--- src/rtl/univ_shift_reg_pkg.sv ---
// Shared flip-flop library package: operation-mode encodings and the burst
// state enum used by the universal shift register and its burst controller.
package univ_shift_reg_pkg;

    localparam logic [1:0] MODE_HOLD = 2'b00;
    localparam logic [1:0] MODE_SHR  = 2'b01;
    localparam logic [1:0] MODE_SHL  = 2'b10;
    localparam logic [1:0] MODE_LOAD = 2'b11;

    typedef enum logic [1:0] {
        IDLE,
        BUSY,
        DONE
    } burst_state_e;

    // Only the two shift modes may launch a burst; other modes ignore start.
    function automatic logic isShiftMode(input logic [1:0] m);
        return (m == MODE_SHR) || (m == MODE_SHL);
    endfunction

endpackage

--- src/rtl/univ_shift_reg_burst_ctrl.sv ---
// shift_burst_ctrl: burst state machine and down-counter. It latches the shift
// direction on a start request and requests one shift per enabled edge.
import univ_shift_reg_pkg::*;

module shift_burst_ctrl #(
    parameter int CNT_W = 4
) (
    input  logic             clk,
    input  logic             clear,
    input  logic             en,
    input  logic [1:0]       mode,
    input  logic             start,
    input  logic [CNT_W-1:0] count,
    output logic             shift_en,
    output logic             shift_dir,
    output logic             busy,
    output logic             done
);

    localparam logic [CNT_W-1:0] ONE  = {{(CNT_W-1){1'b0}}, 1'b1};
    localparam logic [CNT_W-1:0] ZERO = '0;

    burst_state_e     state_q;
    logic [CNT_W-1:0] rem_q;
    logic             dir_q;

    // dir_q: 0 = shift right, 1 = shift left.
    always_ff @(posedge clk) begin
        if (clear) begin
            state_q <= IDLE;
            rem_q   <= ZERO;
            dir_q   <= 1'b0;
        end else if (en) begin
            case (state_q)
                IDLE: begin
                    if (start && isShiftMode(mode)) begin
                        dir_q   <= (mode == MODE_SHL);
                        rem_q   <= count;
                        state_q <= (count == ZERO) ? DONE : BUSY;
                    end
                end
                BUSY: begin
                    rem_q <= rem_q - ONE;
                    if (rem_q == ONE) begin
                        state_q <= DONE;
                    end
                end
                DONE: begin
                    state_q <= IDLE;
                end
                default: begin
                    state_q <= IDLE;
                end
            endcase
        end
    end

    assign shift_en  = en && (state_q == BUSY);
    assign shift_dir = dir_q;
    assign busy      = (state_q == BUSY);
    assign done      = (state_q == DONE);

endmodule

--- src/rtl/univ_shift_reg.sv ---
// univ_shift_reg: WIDTH-bit universal shift register (hold/shr/shl/load) with
// an autonomous burst mode. Define ROTATE_EN to make shifts rotate instead of
// taking sin_r/sin_l.
import univ_shift_reg_pkg::*;

module univ_shift_reg #(
    parameter int WIDTH = 8,
    parameter int CNT_W = $clog2(WIDTH + 1)
) (
    input  logic             clk,
    input  logic             clear,
    input  logic             en,
    input  logic [1:0]       mode,
    input  logic             sin_r,
    input  logic             sin_l,
    input  logic [WIDTH-1:0] D,
    input  logic             start,
    input  logic [CNT_W-1:0] count,
    output logic [WIDTH-1:0] Q,
    output logic             sout_r,
    output logic             sout_l,
    output logic             busy,
    output logic             done
);

    logic [WIDTH-1:0] q_q;
    logic [WIDTH-1:0] q_d;
    logic [WIDTH-1:0] shrVal;
    logic [WIDTH-1:0] shlVal;
    logic             fillR;
    logic             fillL;
    logic             shiftEn;
    logic             shiftDir;
    logic             burstReq;
    logic             idle;

    shift_burst_ctrl #(
        .CNT_W(CNT_W)
    ) u_ctrl (
        .clk      (clk),
        .clear    (clear),
        .en       (en),
        .mode     (mode),
        .start    (start),
        .count    (count),
        .shift_en (shiftEn),
        .shift_dir(shiftDir),
        .busy     (busy),
        .done     (done)
    );

`ifdef ROTATE_EN
    assign fillR = q_q[0];
    assign fillL = q_q[WIDTH-1];
`else
    assign fillR = sin_r;
    assign fillL = sin_l;
`endif

    assign shrVal   = {fillR, q_q[WIDTH-1:1]};
    assign shlVal   = {q_q[WIDTH-2:0], fillL};
    assign burstReq = start && isShiftMode(mode);
    assign idle     = !busy && !done;

    // Manual modes run only in IDLE and not on the edge that launches a burst.
    always_comb begin
        q_d = q_q;
        if (shiftEn) begin
            q_d = shiftDir ? shlVal : shrVal;
        end else if (en && idle && !burstReq) begin
            case (mode)
                MODE_SHR:  q_d = shrVal;
                MODE_SHL:  q_d = shlVal;
                MODE_LOAD: q_d = D;
                default:   q_d = q_q;
            endcase
        end
    end

    always_ff @(posedge clk) begin
        if (clear) begin
            q_q <= '0;
        end else begin
            q_q <= q_d;
        end
    end

    assign Q      = q_q;
    assign sout_r = q_q[0];
    assign sout_l = q_q[WIDTH-1];

endmodule

--- config.mk ---
export PLATFORM = sky130hd
export DESIGN_NAME = univ_shift_reg
export DESIGN_NICKNAME = d
export VERILOG_FILES = /design/src/rtl/univ_shift_reg_pkg.sv /design/src/rtl/univ_shift_reg_burst_ctrl.sv /design/src/rtl/univ_shift_reg.sv
export SDC_FILE = /design/constraint.sdc
export NUM_CORES = 1
export LEC_CHECK = 0
export CORE_AREA = 3 3 49 69
export CTS_CLUSTER_SIZE = 12
export DETAILED_ROUTE_END_ITERATION = 6
export DIE_AREA = 0 0 52 72
export GPL_TIMING_DRIVEN = 0
export PLACE_DENSITY = 0.76
export SLEW_MARGIN = 0
export SYNTH_ARGS = -nofsm -noshare
export SYNTH_HDL_FRONTEND = slang
export SYNTH_HIERARCHICAL = 1
export SYNTH_SLANG_ARGS = --single-unit
--- constraint.sdc ---
create_clock -name clk -period 1.8 [get_ports clk]
set_clock_uncertainty 0.2 [all_clocks]
set_input_delay 0.45 -clock clk [delete_from_list [all_inputs] [get_ports clk]]
set_output_delay 0.45 -clock clk [all_outputs]
set_load 0.05 [all_outputs]
# Yosys cells after proc, flatten, opt, wreduce, memory -nomap -nowiden
# Index checks and enable logic that the tools add are counted.
# totals
reg_bits	15
# classes
n_reduce_logical	18
mux	10
n_eq_ne	8
n_addsub	1
# ops
cell	count
$mux 8	3
$pmux 8 s3	1
$reduce_and 3->1	3
$pmux 4 s2	1
$eq 2x2->1 const B	3
$mux 2	3
$logic_and 1x1->1	5
$eq 2x1->1 const B	2
$eq 4x1->1 const B	1
$logic_not 4->1	1
$mux 4	1
$pmux 2 s2	1
$reduce_bool 2->1	2
$reduce_bool 4->1	1
$sub 4x1->4 const B	1
$logic_not 1->1	3
$logic_not 2->1	1
$ne 2x1->1 const B	1
$ne 2x2->1 const B	1
$reduce_and 2->1	1
$logic_or 1x1->1	1

# Logic depth before layout (Yosys ltp)
# Gate-level depths: netlist (run 1).
# depth
depth_word	7
ltp_mapped	7
ltp_nobuf	6

# By module
# Netlist (run 1), hierarchy kept.
# by_module_without_submodules
mod	cells_each	seq_area_each_um2	area_per_inst_um2	n_inst
univ_shift_reg	84	160.2	725.7	1
shift_burst_ctrl	56	140.1	457.9	1

# Worst setup path before layout (run 1)
# No wires, ideal clock.
# synth_timing
kind	reg2reg
from	reg u_ctrl.state_q[1]
to	reg q_q[1], in the netlist Q[1]
slack_ns	-0.505
n_path_buf	2
path_stages_with_launch	8
required_time_ns	1.505
arrival_ns	2.010
synth_period_minus_slack_ns	2.305
cell_sequence	dfxtp_1 nand2b_2 inv_1 and2_1 clkbuf_2 dlymetal6s4s_1 a21oi_1 a221oi_1
# synth_lines
element	line	text
from (decl)	univ_shift_reg_burst_ctrl.sv:23	burst_state_e state_q;
from (signal assigned)	univ_shift_reg_burst_ctrl.sv:39	state_q <= (count == ZERO) ? DONE : BUSY;
$eq 2x1->1 (*)	univ_shift_reg_burst_ctrl.sv:60	assign busy = (state_q == BUSY);
net busy	univ_shift_reg.sv:22	output logic busy,
$logic_and 1x1->1 (*)	univ_shift_reg_burst_ctrl.sv:58	assign shift_en = en && (state_q == BUSY);
net shiftEn	univ_shift_reg.sv:32	logic shiftEn;
$reduce_bool 4->1 (no source line) / $reduce_bool 2->1 (equally long branches)	--	
$reduce_and 2->1 (no source line)	--	
to (signal assigned)	univ_shift_reg.sv:84	q_q <= q_d;
to (decl)	univ_shift_reg.sv:26	logic [WIDTH-1:0] q_q;
# The timed path passes the listed nets; every way through them passes the cells marked *.
# A chain may end at the register's enable or synchronous reset.

# Worst setup path after layout (run 1)
# layout_timing
from	reg u_ctrl.state_q[1]
to	reg q_q[2], in the netlist Q[2]
# layout_between
elab_chain_cells	7
# layout_rtl
element	line	text
$eq 2x1->1 / $eq 2x2->1 (equally long branches)	univ_shift_reg_burst_ctrl.sv:58, univ_shift_reg_burst_ctrl.sv:60, univ_shift_reg_burst_ctrl.sv:61	
$logic_not 1->1	univ_shift_reg.sv:63	assign idle = !busy && !done;
$logic_and 1x1->1	univ_shift_reg.sv:63	
$logic_and 1x1->1 (2 in series)	univ_shift_reg.sv:70	end else if (en && idle && !burstReq) begin
$reduce_bool 2->1 (no source line)	--	
$reduce_and 2->1 (no source line)	--	
# Parallel ways exist; a longest one is shown, timed or not.

==> out/results.ini, run 1 <==
[worst_setup_path]
reg2reg_depth = 6
cp.arrival_ns = 1.77
r2r_slack_ns = -0.03
r2r_end = Q[2]
crit_path_start_kind = register
crit_fanout = 8
worst_setup_path_end_kind = register
cp.required_ns = 1.74
rr_startpoint = u_ctrl/state_q[1]
crit_type = register to register

[power]
p_leak_nw = 0.673
peakVddDrop_mv = 0.422
power_density_nw_per_um2 = 613

[cts]
cts_sinks = 15
cts_root_buf = clkbuf_8
clk_latency_ns = 0.24
path_clk_slew_ns = 0.06
clk_path_buf_depth = 2
cts_buffers = 3
hold_buffers = 0
cts_tree = yes
htree_num_levels = 1

[routing]
via_per_inst = 5.52
drt_pass1_iterations = 4
first_iter_violations = 30
drc = 0
via_count = 1219
wl_per_cell_um = 13.9
wl_um = 3080
ant_nets = 0

[min_path]
hold_end = u_ctrl/rem_q[1]
min-delay-start = u_ctrl/rem_q[1]
hold_path_depth = 2
hold_class = register to register

[sta]
layout_setup_ws_ns = -0.0316
rsz0062_at_grt = true
maxSlewViolCount = 0
min_period_ns = 1.83
tightest_slew_ns = 0.381
setup_tns_ns = -0.0697
max_clock_freq_ghz = 0.546
hold_viol = 0
post-route-period-util_pct = 102
setup_viol = 4
slew_headroom_pct = 74.4

[die]
core_area_um2 = 2850
ios = 32
initial_core_util_pct = 41.5
die_width_um = 52
num_rows = 23
dieArea_um2 = 3740
fp.dieH_um = 72

[grt]
busiest_layer = met2
grt_use_met3_pct = 1.64
overflow = 0
grt_util_met1_pct = 17.7
grt_first_pass_wirelength_um = 5240
grt_pass1_vias = 1261
antenna_found_initial = 0
track_usage_pct = 17.5
grt_start_max_net_pins = 11
met2_usage_pct = 34.5

[placement]
globalplace.congestion = 0.783
io_buffers = 31
dp_hpwl_um = 2280

[synth]
syn_avg_cell_area_um2 = 8.45
synthFlopType = dfxtp_1
syn_area_um2 = 1180
yosysSeqAreaShare_pct = 25.4
syn_nets = 166
postSynthCellCount = 140
synth_edf_count = 0
ys_ff_latch = 15
synth.distinct_cells = 36
yosysWarnings = 6
ys_async_sr_fraction_pct = 0

[finish]
final_cell_mix = nand2_1, buf_4, dfxtp_1
drive_gt1_share_pct = 34.8
postLayoutCoreUtil_pct = 61.3
antenna-diode-count = 0
n_fill_cell = 238
fin_nets = 211
area_delta_synth_final_pct = 47.6

[outcome]
failed_checks = setup timing
status = finished with violations

[run]
cap_violations = 0

-- Yosys cell counts, types with 2 or more instances --
cell / n / area, um2
o21ai_0: 11 / 55.1
nor2b_1: 7 / 43.8
nor2_1: 4 / 15.0
a21oi_1: 13 / 65.1
o21ai_1: 2 / 10.0
nand3_1: 3 / 15.0
o311ai_1: 8 / 70.1
buf_4: 3 / 22.5
nand2b_1: 3 / 18.8
dfxtp_1: 15 / 300
clkbuf_2: 2 / 10.0
mux2i_1: 9 / 90.1
buf_6: 2 / 22.5
a221oi_1: 9 / 78.8
ha_1: 6 / 75.1
inv_1: 7 / 26.3
nand2_1: 14 / 52.6
and2b_1: 2 / 15.0
and2b_2: 3 / 26.3
-- per-stage QoR --
step	std cells	setup slack, ns	hold slack, ns	power [mW]	instance area (um2)
detailed placement	208	-0.745	0.264	0.773	1550
floorplan	140	-0.185	0.239	0.642	1200
global placement	208	-0.653	0.266	0.762	1550
finish	221	-0.0316	0.273	1.07	1750
CTS	221	-0.0105	0.273	1.07	1740
global route	221	-0.137	0.302	1.13	1750
-- cell type report --
class | instances | area (um2) | share of cell area, %
clock buffer | 4 | 45.0 | 2.58
tap | 37 | 46.3 | 2.65
buffer | 8 | 65.1 | 3.72
inverter | 7 | 30.0 | 1.72
multi-input combinational | 108 | 886 | 50.7
timing repair buffer | 42 | 369 | 21.1
sequential | 15 | 305 | 17.5
-- logic make-up (layout without fill, tap and decap cells) --
group                    count (synthesis)  count (layout)  synth area share (%)
multiplexers                             9               9                  7.61
AND/OR/NAND/NOR                         44              44                  21.9
buffers and inverters                   17              61                  8.88
flip-flops                              15              15                  25.4
AO/OA/AOI/OAI                           48              48                  29.2
XOR/XNOR                                 1               1                 0.740
adder cells (fa/ha/maj)                  6               6                  6.34
-- registers in the layout (all words and copies together), names as in the netlist --
register and cells:
u_ctrl/rem_q 4, u_ctrl/shift_dir 1, u_ctrl/state_q 2, Q 8
-- worst max-delay path by stage --
stage / end / startpoint / slack (ns) / cells after the start
finish: Q[2] / u_ctrl/state_q[1] / -0.03 / 6
floorplan: Q[4] / u_ctrl/state_q[1] / -0.19 / 7
detailed placement: u_ctrl/rem_q[0] / mode[0] / -0.74 / 7
global placement: u_ctrl/rem_q[0] / mode[0] / -0.65 / 7
global route: Q[4] / u_ctrl/state_q[1] / -0.14 / 6
CTS: Q[0] / u_ctrl/state_q[1] / -0.01 / 6
-- metal layers --
metal | vias up | share of wire [%] | wire length (um)
met3 | 5 | 6.0 | 184
met4 | 0 | 0.81 | 25
met2 | 46 | 56 | 1720
met5 | - | 0 | 0
met1 | 563 | 37 | 1150
li1 | 605 | - | -
-- worst max-delay path, cell delays in order (launching register included) --
cell and delay (ns):
dfxtp_4 0.35, nand2b_4 0.13, clkinvlp_4 0.12, nor3b_4 0.22
and3_4 0.29, o311ai_1 0.12, a221oi_1 0.28
-- repair_timing --
item                       CTS  global route
buffers inserted            11             0
pin swaps                    8             3
setup endpoints to repair   27            13
gates resized for setup     76             5
-- report_power, final --
part	switching, mW	internal, mW
Sequential	0.0367	0.357
Combinational	0.227	0.188
Clock	0.106	0.156
Note: power is estimated with default switching activity, not from simulation.
==> inputs of run 2 (changes only) <==
--- a/config.mk
+++ b/config.mk
@@ -11,6 +11,7 @@
 export DIE_AREA = 0 0 52 72
 export GPL_TIMING_DRIVEN = 0
 export PLACE_DENSITY = 0.76
+export SKIP_CTS_REPAIR_TIMING = 1
 export SLEW_MARGIN = 0
 export SYNTH_ARGS = -nofsm -noshare
 export SYNTH_HDL_FRONTEND = slang
==> out/results.ini, run 2 (synthesis results as in run 1) <==
[outcome]
status = finished with violations
failed_checks = setup timing

[routing]
via_count = 1181  ; -3.1%
wl_per_cell_um = 13.9  ; -0.37%
drc = 0  ; unchanged
wl_um = 3030  ; -1.7%
first_iter_violations = 32  ; +6.7%
drt_pass1_iterations = 6  ; +2
ant_nets = 0  ; unchanged
via_per_inst = 5.42  ; -1.8%

[sta]
layout_setup_ws_ns = -0.153  ; -0.122 ns
hold_viol = 0  ; unchanged
setup_tns_ns = -0.726  ; -0.656 ns
max_clock_freq_ghz = 0.512  ; -6.2%
post-route-period-util_pct = 109  ; +6.8 points
maxSlewViolCount = 0  ; unchanged
holdWs_ns = 0.274  ; +0.00102 ns
rsz0062_at_grt = true
setup_viol = 9  ; +5
min_period_ns = 1.95  ; +0.122 ns
tightest_slew_ns = 0.506  ; +0.126 ns
slew_headroom_pct = 66.2  ; -8.2 points

[worst_setup_path]
reg2reg_depth = 7  ; +1
crit_end = busy
crit_fanout = 7  ; -1
cp.required_ns = 1.15  ; -0.59 ns
r2r_end = Q[6]
cp.arrival_ns = 1.30  ; -0.47 ns
crit_path_start_kind = register
cp-startpoint = u_ctrl/state_q[1]
worst_setup_path_end_kind = output port
crit_type = register to output port
r2r_slack_ns = -0.11  ; -0.08 ns
rr_startpoint = u_ctrl/state_q[1]

[grt]
grt_start_max_net_pins = 11  ; unchanged
antenna_found_initial = 0  ; unchanged
grt_pass1_vias = 1108  ; -12%
track_usage_pct = 15.3  ; -2.2 points
overflow = 0  ; unchanged
grt_first_pass_wirelength_um = 4610  ; -12%

[die]
dieArea_um2 = 3740  ; unchanged
die_width_um = 52  ; unchanged
initial_core_util_pct = 41.5  ; unchanged
ios = 32  ; unchanged
num_rows = 23  ; unchanged
core_area_um2 = 2850  ; unchanged
fp.dieH_um = 72  ; unchanged

[placement]
dp_hpwl_um = 2280  ; unchanged
globalplace.congestion = 0.783  ; unchanged
post-place-ws_ns = -0.745  ; unchanged
io_buffers = 31  ; unchanged

[power]
p_leak_nw = 0.808  ; +20%
power_density_nw_per_um2 = 613  ; about the same
peakVddDrop_mv = 0.440  ; +4.2%
total_power_mw = 1.05  ; -1.4%

[cts]
clk_path_buf_depth = 2  ; unchanged
cts_buffers = 3  ; unchanged
path_clk_slew_ns = 0.06  ; about the same
cts_sinks = 15  ; unchanged
cts_root_buf = clkbuf_8
htree_num_levels = 1  ; unchanged
cts_tree = yes
clk_latency_ns = 0.24  ; about the same

[finish]
antenna-diode-count = 0  ; unchanged
drive_gt1_share_pct = 26.5  ; -8.3 points
area_delta_synth_final_pct = 45.5
final_cell_mix = nand2_1, dfxtp_1, a21oi_1, dlymetal6s2s_1, clkdlybuf4s50_1
final_common_cell = nand2_1
postLayoutCoreUtil_pct = 60.4  ; -0.88 points
fin_nets = 208  ; -1.4%
largest_reg_flops = 8  ; unchanged

[min_path]
hold_class = register to register
min-delay-start = u_ctrl/rem_q[1]

[run]
cap_violations = 0  ; unchanged

run 2: changes by cell type in the layout (fill, tap and decap cells not counted), moves of 2 or more:
cell and delta:
nand2b_4 -2, a21oi_2 -3, clkdlybuf4s15_2 -8, dlygate4sd2_1 -5, buf_2 -4, dlymetal6s2s_1 +12
a21oi_1 +3, clkbuf_2 +6, buf_4 -3, nand2b_1 +2
run 2: layout make-up:
cell class / count / area, um2
tap: 37 / 46.3
multi-input combinational: 108 / 855
timing repair buffer: 38 / 368
buffer: 9 / 70.1
fill: 241 / 1130
inverter: 7 / 30.0
sequential: 15 / 308
clock buffer: 4 / 45.0
run 2: worst min-delay path by stage:
| stage | to | slack [ns] | cells after the start |
|---|---|---|---|
| 6_report | u_ctrl/rem_q[1] | 0.27 | 2 |
| 5_1_grt | u_ctrl/rem_q[1] | 0.30 | 2 |
| 4_1_cts | u_ctrl/rem_q[1] | 0.27 | 2 |
| 3_5_place_dp | u_ctrl/rem_q[1] | 0.26 | 2 |
| 2_1_floorplan | u_ctrl/rem_q[1] | 0.24 | 2 |
| 3_3_place_gp | u_ctrl/rem_q[1] | 0.27 | 2 |
run 2: layer usage:
metal  track usage [%]  wire length, um
met1              15.9             1170
met2              30.3             1650
met3              1.44              184
met4              4.96               29
met5                 0                0
run 2: stage by stage:
| step | cell area, um2 | cells |
|---|---|---|
| 2_1_floorplan | 1200 | 140 |
| 3_3_place_gp | 1550 | 208 |
| 3_5_place_dp | 1550 | 208 |
| 4_1_cts | 1600 | 212 |
| 5_1_grt | 1720 | 218 |
| 6_report | 1720 | 218 |
run 2: power breakdown:
part / internal [mW] / switching (mW)
clock network: 0.156 / 0.104
logic: 0.181 / 0.224
registers: 0.356 / 0.0339
run 2: critical path, stage by stage (launching register included):
cell,delay [ns]
dfxtp_4,0.34
nand2b_4,0.15
clkinvlp_4,0.13
dlymetal6s2s_1,0.44
==> inputs of run 3 (changes only) <==
--- a/config.mk
+++ b/config.mk
@@ -5,10 +5,10 @@
 export SDC_FILE = /design/constraint.sdc
 export NUM_CORES = 1
 export LEC_CHECK = 0
-export CORE_AREA = 3 3 49 69
+export CORE_AREA = 2 2 48 68
 export CTS_CLUSTER_SIZE = 12
 export DETAILED_ROUTE_END_ITERATION = 6
-export DIE_AREA = 0 0 52 72
+export DIE_AREA = 0 0 50 70
 export GPL_TIMING_DRIVEN = 0
 export PLACE_DENSITY = 0.76
 export SKIP_CTS_REPAIR_TIMING = 1
==> out/results.ini, run 3 (synthesis results as in run 1) <==
[outcome]
status = finished with violations
failed_checks = setup timing

[finish]
area_delta_synth_final_pct = 43.8
fin_nets = 206  ; -0.96%
drive_gt1_share_pct = 27.4  ; +0.85 points
final_cell_mix = nand2_1, dfxtp_1, a21oi_1, clkdlybuf4s50_1, dlymetal6s2s_1
final_common_cell = nand2_1
antenna-diode-count = 0  ; unchanged
largest_reg_flops = 8  ; unchanged
postLayoutCellArea_um2 = 1700  ; -1.2%
n_fill_cell = 262  ; +8.7%

[grt]
antenna_found_initial = 0  ; unchanged
grt_start_max_net_pins = 11  ; unchanged
grt_pass1_vias = 1065  ; -3.9%
track_usage_pct = 15.4  ; +0.15 points
grt_first_pass_wirelength_um = 4460  ; -3.1%
overflow = 0  ; unchanged

[worst_setup_path]
critPathMaxStageDelay_ns = 0.37  ; -0.07 ns
cp.arrival_ns = 1.80  ; +0.50 ns
critical_path.top_delay_family = simple AND/OR/NAND/NOR gates
crit_type = register to register
reg2reg_depth = 6  ; -1
worst-path-stages = 6  ; +3
critPathBufInv = 1  ; -1
crit_path_top_delay_cell = dfxtp_4
worst_setup_path_end_kind = register
r2r_end = Q[2]
rr_startpoint = u_ctrl/state_q[1]
crit_path_start_kind = register
crit_fanout = 8  ; +1
r2r_slack_ns = -0.06  ; +0.05 ns
path_cells = nand2b_4 -> clkinvlp_4 -> nor3b_4 -> and3_4 -> o311ai_1 -> a221oi_1
cp.required_ns = 1.75  ; +0.60 ns

[min_path]
hold_end = u_ctrl/state_q[1]
hold_class = register to register
min-delay-start = u_ctrl/state_q[1]
hold_path_depth = 1  ; -1

[die]
fp.dieH_um = 70  ; -2.8%
num_rows = 24  ; +4.3%
ios = 32  ; unchanged
initial_core_util_pct = 39.8  ; -1.7 points
die_width_um = 50  ; -3.8%
core_area_um2 = 2970  ; +4.3%
dieArea_um2 = 3500  ; -6.5%

[cts]
htree_num_levels = 1  ; unchanged
cts_tree = yes
clk_latency_ns = 0.24  ; about the same
cts_sinks = 15  ; unchanged
cts_root_buf = clkbuf_8
clk_path_buf_depth = 2  ; unchanged
path_clk_slew_ns = 0.06  ; about the same
cts_buffers = 3  ; unchanged

[routing]
ant_nets = 0  ; unchanged
drc = 0  ; unchanged
first_iter_violations = 15  ; -53%
drt_pass1_iterations = 5  ; -1
via_per_inst = 5.38  ; -0.68%
wl_per_cell_um = 13.2  ; -4.8%
via_count = 1173  ; -0.68%
wl_um = 2880  ; -4.8%

[sta]
setup_viol = 9  ; unchanged
tightest_slew_ns = 0.525  ; +0.0190 ns
setup_tns_ns = -0.313  ; +0.413 ns
slew_headroom_pct = 64.9  ; -1.3 points
layout_setup_ws_ns = -0.0552  ; +0.0982 ns
max_clock_freq_ghz = 0.539  ; +5.3%
hold_viol = 0  ; unchanged
min_period_ns = 1.86  ; -0.0982 ns
maxSlewViolCount = 0  ; unchanged
holdWs_ns = 0.265  ; -0.00900 ns
post-route-period-util_pct = 103  ; -5.5 points
rsz0062_at_grt = true

[placement]
placed_cell_area_um2 = 1560  ; +0.16%
dp_hpwl_um = 2130  ; -6.5%
globalplace.congestion = 0.782  ; about the same
io_buffers = 31  ; unchanged
post-place-ws_ns = -0.700  ; +0.0441 ns

[power]
p_leak_nw = 0.781  ; -3.4%
peakVddDrop_mv = 0.437  ; -0.60%
power_density_nw_per_um2 = 616  ; +0.53%

[run]
cap_violations = 0  ; unchanged

run 3: through the flow:
step           total power, mW  util (%)  cells
2_1_floorplan            0.642         -    140
3_3_place_gp             0.762      52.4    210
3_5_place_dp             0.770      52.4    210
4_1_cts                   1.04      53.9    214
5_1_grt                   1.10      57.2    218
6_report                  1.05      57.2    218
run 3: how the worst max path moves through the flow:
stage	slack, ns	startpoint	endpoint
floorplan	-0.19	u_ctrl/state_q[1]	Q[4]
global placement	-0.66	mode[0]	Q[1]
detailed placement	-0.70	mode[0]	Q[0]
CTS	-0.58	u_ctrl/state_q[1]	busy
global route	-0.20	u_ctrl/state_q[1]	Q[2]
finish	-0.06	u_ctrl/state_q[1]	Q[2]
run 3: layout make-up:
cell class              instances  area, um2  share of cell area, %
plain buffers                   9       68.8                   4.04
flip-flops and latches         15        308                   18.1
multi-input cells             108        856                   50.3
repair buffers                 36        345                   20.3
clock buffers                   4       45.0                   2.65
inverters                       7       30.0                   1.76
well taps                      39       48.8                   2.87
run 3: routing by layer:
layer | up-vias | track usage [%] | wire length [um]
met3 | 6 | 1.71 | 110
met5 | - | 0 | 0
li1 | 596 | - | -
met1 | 536 | 17.0 | 1150
met2 | 35 | 29.2 | 1580
met4 | 0 | 5.25 | 41
run 3: power breakdown:
part | internal, mW | total (mW) | switching (mW)
clock | 0.156 | 0.264 | 0.108
combinational | 0.176 | 0.393 | 0.218
sequential | 0.356 | 0.391 | 0.0343
total | 0.688 | 1.05 | 0.360
run 3: worst reg2reg max path: stages, from the launching register on:
cell and delay, ns:
dfxtp_4 0.37, nand2b_4 0.14, clkinvlp_4 0.17, nor3b_4 0.22, and3_4 0.27, o311ai_1 0.12, a221oi_1 0.28
